File: src/rtl/pe_ifmap_spad_pkg.sv
// Shared definitions for the per-PE ifmap scratchpad: word/spad geometry and FSM states.
package pe_ifmap_spad_pkg;
  localparam int DATA_W = 16;
  localparam int DEPTH  = 32;
  localparam int ADDR_W = 5;
  localparam int CNT_W  = ADDR_W + 1;  // holds 0..DEPTH inclusive

  typedef enum logic [1:0] {
    IDLE       = 2'd0,
    FILL       = 2'd1,
    READY      = 2'd2,
    SLIDE_FILL = 2'd3
  } spad_state_e;
endpackage

File: src/rtl/pe_ifmap_spad_ram.sv
// DEPTH x DATA_W scratchpad storage: synchronous write, registered read (1-cycle latency).
module pe_ifmap_spad_ram
  import pe_ifmap_spad_pkg::*;
(
  input  logic              clk,
  input  logic              rst_n,
  input  logic              we,
  input  logic [ADDR_W-1:0] waddr,
  input  logic [DATA_W-1:0] wdata,
  input  logic              re,
  input  logic [ADDR_W-1:0] raddr,
  output logic [DATA_W-1:0] rdata
);

  logic [DATA_W-1:0] mem [DEPTH];

  always_ff @(posedge clk) begin
    if (we) mem[waddr] <= wdata;
  end

  // Read register is reset so the visible output is 0 out of reset; array is not.
  always_ff @(posedge clk or negedge rst_n) begin
    if (!rst_n)  rdata <= '0;
    else if (re) rdata <= mem[raddr];
  end

endmodule

File: src/rtl/pe_ifmap_spad.sv
// Per-PE ifmap scratchpad: captures one S*q filter-row window, replays it to the MAC,
// and on each stride-1 slide drops the oldest q words and refills only q new ones.
module pe_ifmap_spad
  import pe_ifmap_spad_pkg::*;
(
  input  logic              clk,
  input  logic              rst_n,
  input  logic              en,
  input  logic [4:0]        S,
  input  logic [4:0]        q,
  input  logic [DATA_W-1:0] ifmap_in,
  input  logic              in_valid,
  input  logic              slide,
  input  logic              rd_req,
  output logic [DATA_W-1:0] rd_data,
  output logic              rd_valid,
  output logic              rd_last,
  output logic              window_ready,
  output logic              cfg_err,
  output logic              ovf
);

  spad_state_e       state, state_nxt;
  logic [4:0]        q_lat;
  logic [CNT_W-1:0]  n_lat;
  logic [ADDR_W-1:0] head, tail, off;
  logic [CNT_W-1:0]  cnt;
  logic              en_q;

  logic [9:0] n_new;
  logic       cfg_bad, en_rise;
  logic       wr_fire, rd_fire, slide_fire, win_done, off_last, ovf_set;

  assign n_new      = {5'd0, S} * {5'd0, q};
  assign cfg_bad    = (n_new == 10'd0) || (n_new > 10'(DEPTH));
  assign en_rise    = en && !en_q;
  assign wr_fire    = en && in_valid && (state == FILL || state == SLIDE_FILL);
  assign slide_fire = en && slide && (state == READY);
  // slide has priority over a coincident read request
  assign rd_fire    = en && rd_req && !slide && (state == READY);
  assign win_done   = wr_fire && ((cnt + 1'b1) == n_lat);
  assign off_last   = ({1'b0, off} == (n_lat - 1'b1));
  assign ovf_set    = en && in_valid && (state == IDLE || state == READY);

  always_ff @(posedge clk or negedge rst_n) begin
    if (!rst_n) state <= IDLE;
    else        state <= state_nxt;
  end

  always_comb begin
    state_nxt = state;
    if (!en) begin
      state_nxt = IDLE;
    end else begin
      case (state)
        IDLE:             if (!cfg_bad)  state_nxt = FILL;
        FILL, SLIDE_FILL: if (win_done)  state_nxt = READY;
        READY:            if (slide)     state_nxt = SLIDE_FILL;
        default:                         state_nxt = IDLE;
      endcase
    end
  end

  always_ff @(posedge clk or negedge rst_n) begin
    if (!rst_n) begin
      q_lat        <= '0;
      n_lat        <= '0;
      head         <= '0;
      tail         <= '0;
      off          <= '0;
      cnt          <= '0;
      en_q         <= 1'b0;
      rd_valid     <= 1'b0;
      rd_last      <= 1'b0;
      window_ready <= 1'b0;
      cfg_err      <= 1'b0;
      ovf          <= 1'b0;
    end else begin
      en_q         <= en;
      rd_valid     <= rd_fire;
      rd_last      <= rd_fire && off_last;
      window_ready <= en && (state_nxt == READY);
      cfg_err      <= (cfg_err && !en_rise) || (en && state == IDLE && cfg_bad);
      ovf          <= (ovf && !en_rise) || ovf_set;

      if (!en) begin
        head <= '0;
        tail <= '0;
        off  <= '0;
        cnt  <= '0;
      end else if (state == IDLE) begin
        q_lat <= q;
        n_lat <= n_new[CNT_W-1:0];
        head  <= '0;
        tail  <= '0;
        off   <= '0;
        cnt   <= '0;
      end else if (wr_fire) begin
        tail <= tail + 1'b1;
        cnt  <= cnt + 1'b1;
      end else if (slide_fire) begin
        head <= head + q_lat;
        cnt  <= cnt - {1'b0, q_lat};
        off  <= '0;
      end else if (rd_fire) begin
        off <= off_last ? '0 : off + 1'b1;
      end
    end
  end

  pe_ifmap_spad_ram u_ram (
    .clk   (clk),
    .rst_n (rst_n),
    .we    (wr_fire),
    .waddr (tail),
    .wdata (ifmap_in),
    .re    (rd_fire),
    .raddr (head + off),
    .rdata (rd_data)
  );

endmodule
File: config.mk
export PLATFORM = sky130hd
export DESIGN_NAME = pe_ifmap_spad
export DESIGN_NICKNAME = d
export VERILOG_FILES = /design/src/rtl/pe_ifmap_spad_pkg.sv /design/src/rtl/pe_ifmap_spad_ram.sv /design/src/rtl/pe_ifmap_spad.sv
export SDC_FILE = /design/constraint.sdc
export NUM_CORES = 1
export LEC_CHECK = 0
export BUFFER_PORTS_ARGS = -buffer_cell sky130_fd_sc_hd__buf_2
export CAP_MARGIN = 40
export CORE_MARGIN = 2
export CORE_UTILIZATION = 40
export DETAILED_ROUTE_END_ITERATION = 8
export GPL_TIMING_DRIVEN = 0
export PLACE_DENSITY = 0.61
export SYNTH_ARGS = -nofsm -noshare
export SYNTH_HDL_FRONTEND = slang
export SYNTH_HIERARCHICAL = 1
export SYNTH_SLANG_ARGS = --single-unit
File: constraint.sdc
create_clock -name clk -period 3.2 [get_ports clk]
set_clock_uncertainty 0.15 [all_clocks]
set_input_delay 0.64 -clock clk [delete_from_list [all_inputs] [get_ports clk]]
set_output_delay 0.64 -clock clk [all_outputs]
set_load 0.01 [all_outputs]
# --- After elaboration in Yosys (flattened, before gate mapping) ---
# Memories as Yosys holds them, arrays and structs flattened. A register that Yosys moved wholly into a read port is not among the register bits.
# Index checks and enable logic that the tools add are counted.
classes:
  n_reduce_logical: 31
  n_eq_ne: 11
  multipliers: 1
  mux: 24
  n_lt_le_gt_ge: 1
  addsub: 7
ops:
  columns: ["op", "n"]
  rows:
  - ["$mux W5", 13]
  - ["$mux W6", 4]
  - ["$logic_and A1 B1 Y1", 16]
  - ["$add A5 B1 Y5 const B", 2]
  - ["$add A5 B5 Y5", 2]
  - ["$gt A10 B6 Y1 const B", 1]
  - ["$logic_not A10 Y1", 1]
  - ["$mul A5 B5 Y10", 1]
  - ["$mux W2", 4]
  - ["$ne A4 B1 Y1 const B", 2]
  - ["$add A6 B1 Y6 const B", 1]
  - ["$eq A2 B2 Y1 const B", 3]
  - ["$eq A5 B6 Y1", 1]
  - ["$eq A6 B6 Y1", 1]
  - ["$ne A3 B1 Y1 const B", 2]
  - ["$pmux W2 S3", 1]
  - ["$reduce_and A2 Y1", 3]
  - ["$sub A6 B1 Y6 const B", 1]
  - ["$sub A6 B5 Y6", 1]
  - ["$logic_or A1 B1 Y1", 5]
  - ["$logic_not A1 Y1", 4]
  - ["$ne A3 B2 Y1 const B", 1]
  - ["$eq A2 B1 Y1 const B", 1]
  - ["$logic_not A2 Y1", 1]
  - ["2 further kinds", 3]
word_totals:
  memories: 1
  ram_bits: 512
  ff_bits: 40
  out_inout_bits: 21
  word_cells: 89
  input_bits: 32
memory_table:
  columns: ["name", "depth", "width", "rd", "rd_clocked_by_memory_dff", "wr", "line_no", "rtl"]
  rows:
  - ["u_ram.mem", 32, 16, 1, 1, 1, "pe_ifmap_spad_ram.sv:15", "logic [DATA_W-1:0] mem [DEPTH];"]

# --- Logic depth before layout (Yosys ltp) ---
# Gate-level depths: netlist of the first run.
logic_depth:
  ltp_word: 9
  depth_mapped: 14
  ltp_nobuf: 13

# --- Modules after synthesis ---
# Netlist of the first run, hierarchy kept.
modules_own_cells:
  columns: ["mod", "area_per_inst_um2", "n_inst", "seq_area_each_um2", "cells_per_inst"]
  rows:
  - ["pe_ifmap_spad_ram", 20608.5, 1, 15775.1, 1127]
  - ["pe_ifmap_spad", 3326.9, 1, 1001.0, 372]

# --- Worst setup path before layout of the first run ---
# OpenSTA, ideal clock, no wires.
synth_timing:
  path_kind: "input port to flip-flop"
  start: "input port q[4]"
  end: "register state[0]"
  setup_slack_ns: -0.857
  path_stages: 12
  arrival_time_ns: 3.840
  required_ns: 2.983
  path_buffers: 0
  setup_time_ns: 0.067
  path_cell_list: "nand2_1 fa_1 fa_1 inv_1 fa_1 ha_1 a21o_1 a21oi_1 o32ai_1 or3_1 nor4_1 o2111a_1"
synth_between:
  elab_chain_len: 6
  word_cells_on_any_way: 7
  cone_classes: "1 x mul; 1 x order compare; 3 x mux; 2 x reduce/logical"
synth_lines:
  columns: ["item", "line_no", "rtl"]
  rows:
  - ["start: declaration", "pe_ifmap_spad.sv:10", "input logic [4:0] q,"]
  - ["$mul A5 B5 Y10 *", "pe_ifmap_spad.sv:34", "assign n_new = {5'd0, S} * {5'd0, q};"]
  - ["$gt A10 B6 Y1 or $logic_not A10 Y1 (tied branches)", "pe_ifmap_spad.sv:35", "assign cfg_bad = (n_new == 10'd0) || (n_new > 10'(DEPTH));"]
  - ["$logic_or A1 B1 Y1 *", "pe_ifmap_spad.sv:35", null]
  - ["$mux W2 *", "pe_ifmap_spad.sv:56", "IDLE: if (!cfg_bad) state_nxt = FILL;"]
  - ["$pmux W2 S3 *", "pe_ifmap_spad.sv:55", "case (state)"]
  - ["$mux W2 *", "pe_ifmap_spad.sv:52", "if (!en) begin"]
  - ["named net state_nxt[0]", "pe_ifmap_spad.sv:23", "spad_state_e state, state_nxt;"]
  - ["end signal: assignment", "pe_ifmap_spad.sv:47", "else state <= state_nxt;"]
  - ["end: declaration", "pe_ifmap_spad.sv:23", null]
# Mark *: on every way through the listed nets, which the timed path passes. The rest lies on a longest branch.
# A chain may end at the register's enable or synchronous reset.

# --- Worst setup path in the final report of the first run ---
layout_timing:
  start: "input port q[2]"
  end: "register state[0]"
# Same word-level chain as after synthesis.

==> results of run 1 <==
## power breakdown
part           switching (mW)  internal, mW  total, mW
Combinational            1.11         0.799       1.91
Clock                    2.84          3.54       6.38
Sequential             0.0845          8.16       8.25
## critical path, delay by kind of cell
family / cells / cell delay, ns
adders and majority gates: 4 / 1.73
AOI/OAI and AO/OA: 4 / 0.86
and+or+nand+nor: 2 / 0.40
buffers and inverters: 2 / 0.14
xor gates and xnor gates: 1 / 0.09
## metal layers
metal | vias to the layer above | GRT usage (%) | share of wire [%]
met5 | - | 0 | 0.041
met4 | 4 | 6.96 | 3.3
met3 | 113 | 3.18 | 7.0
met2 | 532 | 31.9 | 46
met1 | 7100 | 29.2 | 43
li1 | 6159 | - | -
## logic make-up (layout without fill, tap and decap cells)
group | after synthesis | count (layout)
flops | 568 | 568
compound gates | 280 | 280
mux | 275 | 275
simple gates | 203 | 203
buf+inv | 101 | 301
fa+ha+maj | 47 | 47
xor+xnor | 25 | 25
## cells in the final DEF (no fill, tap or decap), drive strengths merged, types with 3 or more instances in the layout
cell type,n
a21oi,81
nand3b,6
a211oi,7
mux2i,258
nand2b,10
edfxtp,512
clkinvlp,4
nor3,8
a21o,8
clkinv,20
a21boi,6
o21ai,30
mux2,17
nand2,49
buf,143
and3,3
inv,29
xor2,9
nor2,49
nor4,19
a22oi,129
fa,12
and2,23
clkbuf,102
dfrtp,56
nor2b,9
xnor2,16
ha,35
nand4,4
or3b,4
nand3,11
## sequential cells by signal (all words and copies together) (netlist names), 2 cells and up
register,cells
cnt,6
head,5
n_lat,6
off,5
q_lat,5
state,2
tail,5
u_ram/mem,512
u_ram/rdata,16
## final timing paths
path | start | to | slack [ns]
setup / recovery | q[2] | state[0]$_DFF_PN0_ | -0.26
hold reg to reg | ovf$_DFF_PN0_ | ovf$_DFF_PN0_ | 0.35
min in group asynchronous | rst_n | cnt[3]$_DFFE_PN0P_ | 0.52
max in group asynchronous | rst_n | head[1]$_DFFE_PN0P_ | 1.75
setup reg to reg | off[0]$_DFFE_PN0P_ | u_ram/rdata[0]$_DFFE_PN0P_ | 0.08
hold / removal | en | en_q$_DFF_PN0_ | 0.07
## Yosys cell counts, types with 12 or more instances
master	instances
o21ai_0	27
ha_1	35
nor4_1	19
and2_1	23
xnor2_1	16
mux2_2	17
buf_4	17
inv_1	26
nand2_1	49
clkbuf_1	32
edfxtp_1	512
a22oi_1	129
a21oi_1	80
mux2i_1	258
nor2_1	48
dfrtp_1	56
fa_1	12
## cell type report
class,instances,area [um^2],share of cell area [%]
sequential,568,16800,58.8
inverter,27,105,0.368
multi-input combinational,830,7430,26.0
clock inverter,28,249,0.873
timing repair buffer,97,887,3.11
buffer,71,576,2.02
clock buffer,78,1540,5.38
tap,773,967,3.39
## metrics by stage
| step | hold slack (ns) | power (mW) | setup TNS [ns] |
|---|---|---|---|
| 6_report | 0.0679 | 16.5 | -0.483 |
| 5_1_grt | 0.0414 | 17.1 | -0.687 |
| 4_1_cts | 0.0248 | 16.6 | -0.494 |
| 3_5_place_dp | 0.326 | 10.2 | -24.30 |
| 3_3_place_gp | 0.321 | 10.1 | -299.53 |
| 2_1_floorplan | 0.194 | 9.57 | -1.38 |
## repair_timing
action	4_1_cts	5_1_grt
pin swaps	15	16
endpoints found under the hold margin	35	0
hold buffers	1	0
setup endpoints to repair	92	358
resized for setup	152	74
buffers inserted	6	6
==> impl_metrics.py, run 1 <==
metrics = {
    "finish": {
        "area_growth_pct": 19.2,
        "fin_nets": 1731,
        "drive_gt1_share_pct": 24.7,
        "fillers": 4981,
        "diodes": 0,
        "final_area_um2": 28500,
        "final_util_pct": 48.2,
        "fin_cells": 2472,
    },
    "critical_path": {
        "path_common_cell": "fa_1",
        "r2r_cells": 11,
        "worstSetupEndpointType": "flip-flop",
        "path_class": "in2reg",
        "crit_chain": "buf_12 -> nand2_8 -> fa_1 -> fa_1 -> inv_1 -> fa_1 -> ha_4 -> a21o_1 -> a21oi_2 -> xnor2_1 -> o211a_1 -> nor4_4 -> o2111a_1",
        "cp-start-kind": "input port",
        "cp_slowest_cell": "fa_1",
        "critical_path_peak_fanout": 4,
        "arrival_ns": 3.87,
        "required_ns": 3.61,
        "max_stage_delay_ns": 0.54,
    },
    "yosys": {
        "synthMuxAreaShare_pct": 11.6,
        "synthesis.area_um2": 23900,
        "synth_simple_gate_area_share_pct": 4.36,
        "synthesis.nets": 1578,
        "synth_seq_area_share_pct": 70.1,
        "synth.avg_cell_area_um2": 16.0,
        "synthAdderAreaFrac_pct": 2.83,
        "synth_top_cell_by_area": "edfxtp_1",
        "yosysWarnings": 6,
        "synth_edf_count": 512,
        "ys_top_cells_by_area": "edfxtp_1, mux2i_1, dfrtp_1",
        "yosysUniqueCellTypes": 63,
        "synth-xor-area-share_pct": 0.915,
        "syn_inst": 1499,
        "synthArstFlopShare_pct": 9.86,
        "synth_top_family_by_area": "multiplexers",
        "synth_top_area_share_pct": 64.2,
        "synth_flop_cell": "edfxtp_1",
        "synth_compound_area_share_pct": 7.73,
        "synth_seq_cells": 568,
    },
    "grt": {
        "first_global_vias": 13600,
        "grt_max_degree": 57,
        "gr-total-overflow": 0,
        "grt_use_total_pct": 20.4,
        "antenna_found_initial": 3,
        "grt_pass1_wl_um": 92300,
    },
    "clock_network": {
        "cts_tree": "built",
        "clock_latency_ns": 0.66,
        "numCtsBuffers": 57,
        "h-tree-depth": 2,
        "clk_pin_slew_ns": 0.06,
        "cts_buffer_depth": 3,
        "cts_root_buf": "clkbuf_16",
        "cts_sinks": 568,
    },
    "timing": {
        "tightestPinTransition_ns": 0.888,
        "slew-limit-headroom_pct": 40.8,
        "final-setup-viol-count": 2,
        "setup_ws_ns": -0.259,
        "fin_crit_sh_pct": 108,
        "rsz0062_at_grt": "yes",
        "finalHoldViolCount": 0,
        "drv_slew": 0,
        "fin_crit_ns": 3.46,
        "clock.fmax_mhz": 289,
    },
    "outcome": {
        "status": "finished, violations left",
        "violations": "DRC, setup timing",
    },
    "detailed_routing": {
        "vias": 13900,
        "ant_nets": 0,
        "routed_wl_um": 63800,
        "dr.pass1.iters": 7,
        "wire_per_inst_um": 25.8,
        "drc": 3,
        "drt_iter0_drc": 1186,
        "vias_per_cell": 5.63,
    },
    "floorplanning": {
        "die_y_um": 249,
        "dieArea_um2": 61800,
        "io_pins": 53,
        "rows": 89,
        "fp.dieW_um": 249,
        "core_area_um2": 59100,
        "start_util_pct": 40.5,
    },
    "flow_run": {
        "maxCapViolCount": 0,
    },
    "placement": {
        "placed_cells": 2356,
        "dpl.hpwl_um": 42300,
        "io_buffers": 52,
        "gp_congestion": 0.915,
        "post_dp_cell_area_um2": 25800,
        "pre_cts_ws_ns": -1.33,
    },
    "pwr": {
        "p_leak_nw": 9.25,
        "power_density_nw_per_um2": 580,
        "ir_worst_vdd_mv": 0.469,
    },
    "worst_hold_path": {
        "hold_class": "in2reg",
        "hold_depth": 1,
    },
}
Note: power is estimated with default switching activity, not from simulation.
==> inputs of run 2 (changes only) <==
--- a/config.mk
+++ b/config.mk
@@ -7,7 +7,8 @@
 export LEC_CHECK = 0
 export BUFFER_PORTS_ARGS = -buffer_cell sky130_fd_sc_hd__buf_2
 export CAP_MARGIN = 40
-export CORE_MARGIN = 2
+export CORE_ASPECT_RATIO = 2
+export CORE_MARGIN = 1
 export CORE_UTILIZATION = 40
 export DETAILED_ROUTE_END_ITERATION = 8
 export GPL_TIMING_DRIVEN = 0
==> constraint.sdc (replaced) <==
create_clock -name clk -period 4.4 [get_ports clk]
set_clock_uncertainty 0.15 [all_clocks]
set_input_delay 0.88 -clock clk [delete_from_list [all_inputs] [get_ports clk]]
set_output_delay 0.88 -clock clk [all_outputs]
set_load 0.01 [all_outputs]
==> run 2 against run 1 <==
The run now ends clean. Critical path type unchanged. Total power is 29% lower. Critical endpoint unchanged. Non-clock buffer count fell by 2. Worst setup slack improved by 0.42 ns.
==> impl_metrics.py, run 2 (synthesized netlist as in run 1, its figures left out) <==
metrics = {
    "outcome": {
        "status": "finished clean",
    },
    "critical_path": {
        "path_common_cell": "fa_1",
        "worstSetupEndpointType": "flip-flop",
        "critical_path_peak_fanout": 6,
        "path_class": "in2reg",
        "required_ns": 4.76,
        "arrival_ns": 4.60,
        "reg2reg_slack_ns": 0.27,
        "max_stage_delay_ns": 0.59,
        "r2r_cells": 11,
        "cp_slowest_cell": "fa_1",
        "crit_chain": "buf_2 -> nand2_1 -> fa_1 -> fa_1 -> inv_1 -> fa_1 -> ha_4 -> a21o_1 -> a21oi_1 -> o32ai_1 -> or3_1 -> nor4_4 -> buf_4 -> o2111a_1",
        "cp-start-kind": "input port",
    },
    "floorplanning": {
        "core_area_um2": 59100,
        "start_util_pct": 40.5,
        "dieArea_um2": 60900,
        "fp.dieW_um": 175,
        "io_pins": 53,
        "die_y_um": 348,
        "rows": 126,
    },
    "detailed_routing": {
        "dr.pass1.iters": 5,
        "wl_met3_um": 2430,
        "vias": 13700,
        "drc": 0,
        "ant_nets": 0,
        "drt_iter0_drc": 897,
        "top_layer_used": "met5",
        "routed_wl_um": 68700,
        "vias_per_cell": 5.62,
        "wl_met1_um": 22300,
        "dr_wl_met2_um": 37500,
        "wire_per_inst_um": 28.1,
    },
    "finish": {
        "largest-register": "u_ram/mem",
        "final_cell_mix": "edfxtp_1, mux2i_1, a22oi_1",
        "multi_input_area_um2": 6700,
        "drive_gt1_share_pct": 16.0,
        "largest_reg_flops": 512,
        "fin_cells": 2443,
        "diodes": 0,
        "fillers": 5099,
        "final_common_cell": "edfxtp_1",
        "top_regs": "u_ram/mem x512, u_ram/rdata x16",
        "fin_nets": 1719,
        "regArea_um2": 16800,
        "area_growth_pct": 14.5,
    },
    "pwr": {
        "power_density_nw_per_um2": 429,
        "ir_worst_vdd_mv": 0.381,
        "totalPowerFinal_mw": 11.8,
        "p_leak_nw": 8.94,
    },
    "timing": {
        "fin_crit_ns": 4.24,
        "tightestPinTransition_ns": 0.935,
        "setup_tns_ns": 0,
        "clock.fmax_mhz": 236,
        "final-setup-viol-count": 0,
        "finalHoldViolCount": 0,
        "setup_ws_ns": 0.162,
        "whs_ns": 0.257,
        "drv_slew": 0,
        "rsz0062_at_grt": "no",
        "slew-limit-headroom_pct": 37.4,
        "fin_crit_sh_pct": 96.3,
    },
    "clock_network": {
        "clock_latency_ns": 0.59,
        "cts_root_buf": "clkbuf_16",
        "h-tree-depth": 2,
        "cts_tree": "built",
        "numCtsBuffers": 47,
        "cts_setup_buffers": 0,
        "clk_pin_slew_ns": 0.08,
        "cts_sinks": 568,
        "cts_buffer_depth": 3,
    },
    "grt": {
        "antenna_found_initial": 1,
        "gr-total-overflow": 0,
        "grt_max_degree": 57,
        "grt_pass1_wl_um": 97200,
        "grt_use_total_pct": 22.8,
        "first_global_vias": 14300,
    },
    "placement": {
        "pre_cts_ws_ns": -0.726,
        "gp_congestion": 1.03,
        "dpl.hpwl_um": 49100,
        "placed_cells": 2359,
        "io_buffers": 52,
    },
    "flow_run": {
        "maxCapViolCount": 0,
    },
    "worst_hold_path": {
        "hold_class": "in2async",
    },
}
-- run 2: cell types whose count changed in the layout (fill, tap and decap cells not counted), sizes merged --
cell         change
inv              -1
buf             -10
bufinv           +7
dlygate4sd3      -1
clkinvlp         -3
clkinv           -2
clkbuf          -14
-- run 2: path summary, 6_finish.rpt --
| kind | from | endpoint |
|---|---|---|
| hold / removal | rst_n | n_lat[1]$_DFFE_PN0P_ |
| hold reg to reg | ovf$_DFF_PN0_ | ovf$_DFF_PN0_ |
| min in group clk | ovf$_DFF_PN0_ | ovf$_DFF_PN0_ |
| setup / recovery | q[4] | state[0]$_DFF_PN0_ |
| max in group asynchronous | rst_n | cnt[3]$_DFFE_PN0P_ |
| setup reg to reg | off[0]$_DFFE_PN0P_ | u_ram/rdata[9]$_DFFE_PN0P_ |
-- run 2: layout make-up --
class / count / area share, %
Sequential cell: 568 / 61.2
Multi-Input combinational cell: 830 / 24.5
Clock buffer: 55 / 4.48
Tap cell: 768 / 3.51
Timing Repair Buffer: 92 / 2.79
Buffer: 74 / 1.80
Clock inverter: 29 / 1.37
Inverter: 27 / 0.370
-- run 2: report_power, final --
group          switching [mW]  internal, mW
Sequential             0.0756          5.93
Combinational           0.811         0.536
Clock                    1.88          2.53
Total                    2.77          8.99
-- run 2: timing repair --
item,4_1_cts,5_1_grt
gates resized for setup,2,8
hold endpoints to repair,0,0
endpoints found under the setup margin,2,2
hold buffers,0,0
-- run 2: routing by layer --
| layer | GRT usage (%) | up-vias |
|---|---|---|
| li1 | - | 6115 |
| met1 | 22.4 | 7021 |
| met2 | 42.4 | 424 |
| met3 | 2.21 | 174 |
| met4 | 19.3 | 2 |
| met5 | 0 | - |
-- run 2: stage by stage --
| stage | utilization, % | instance area [um^2] |
|---|---|---|
| after global routing | 46.3 | 27400 |
| after detailed placement | 43.5 | 25700 |
| after floorplan | - | 23900 |
| after CTS | 46.2 | 27300 |
| after global placement | 42.6 | 25200 |
| final | 46.3 | 27400 |
-- run 2: worst max-delay path, delay by kind of cell --
kind	cells	cell delay [ns]
AOI/OAI and AO/OA	4	0.76
and+or+nand+nor	3	0.67
adders and majority gates	4	1.87
buffers and inverters	3	0.42
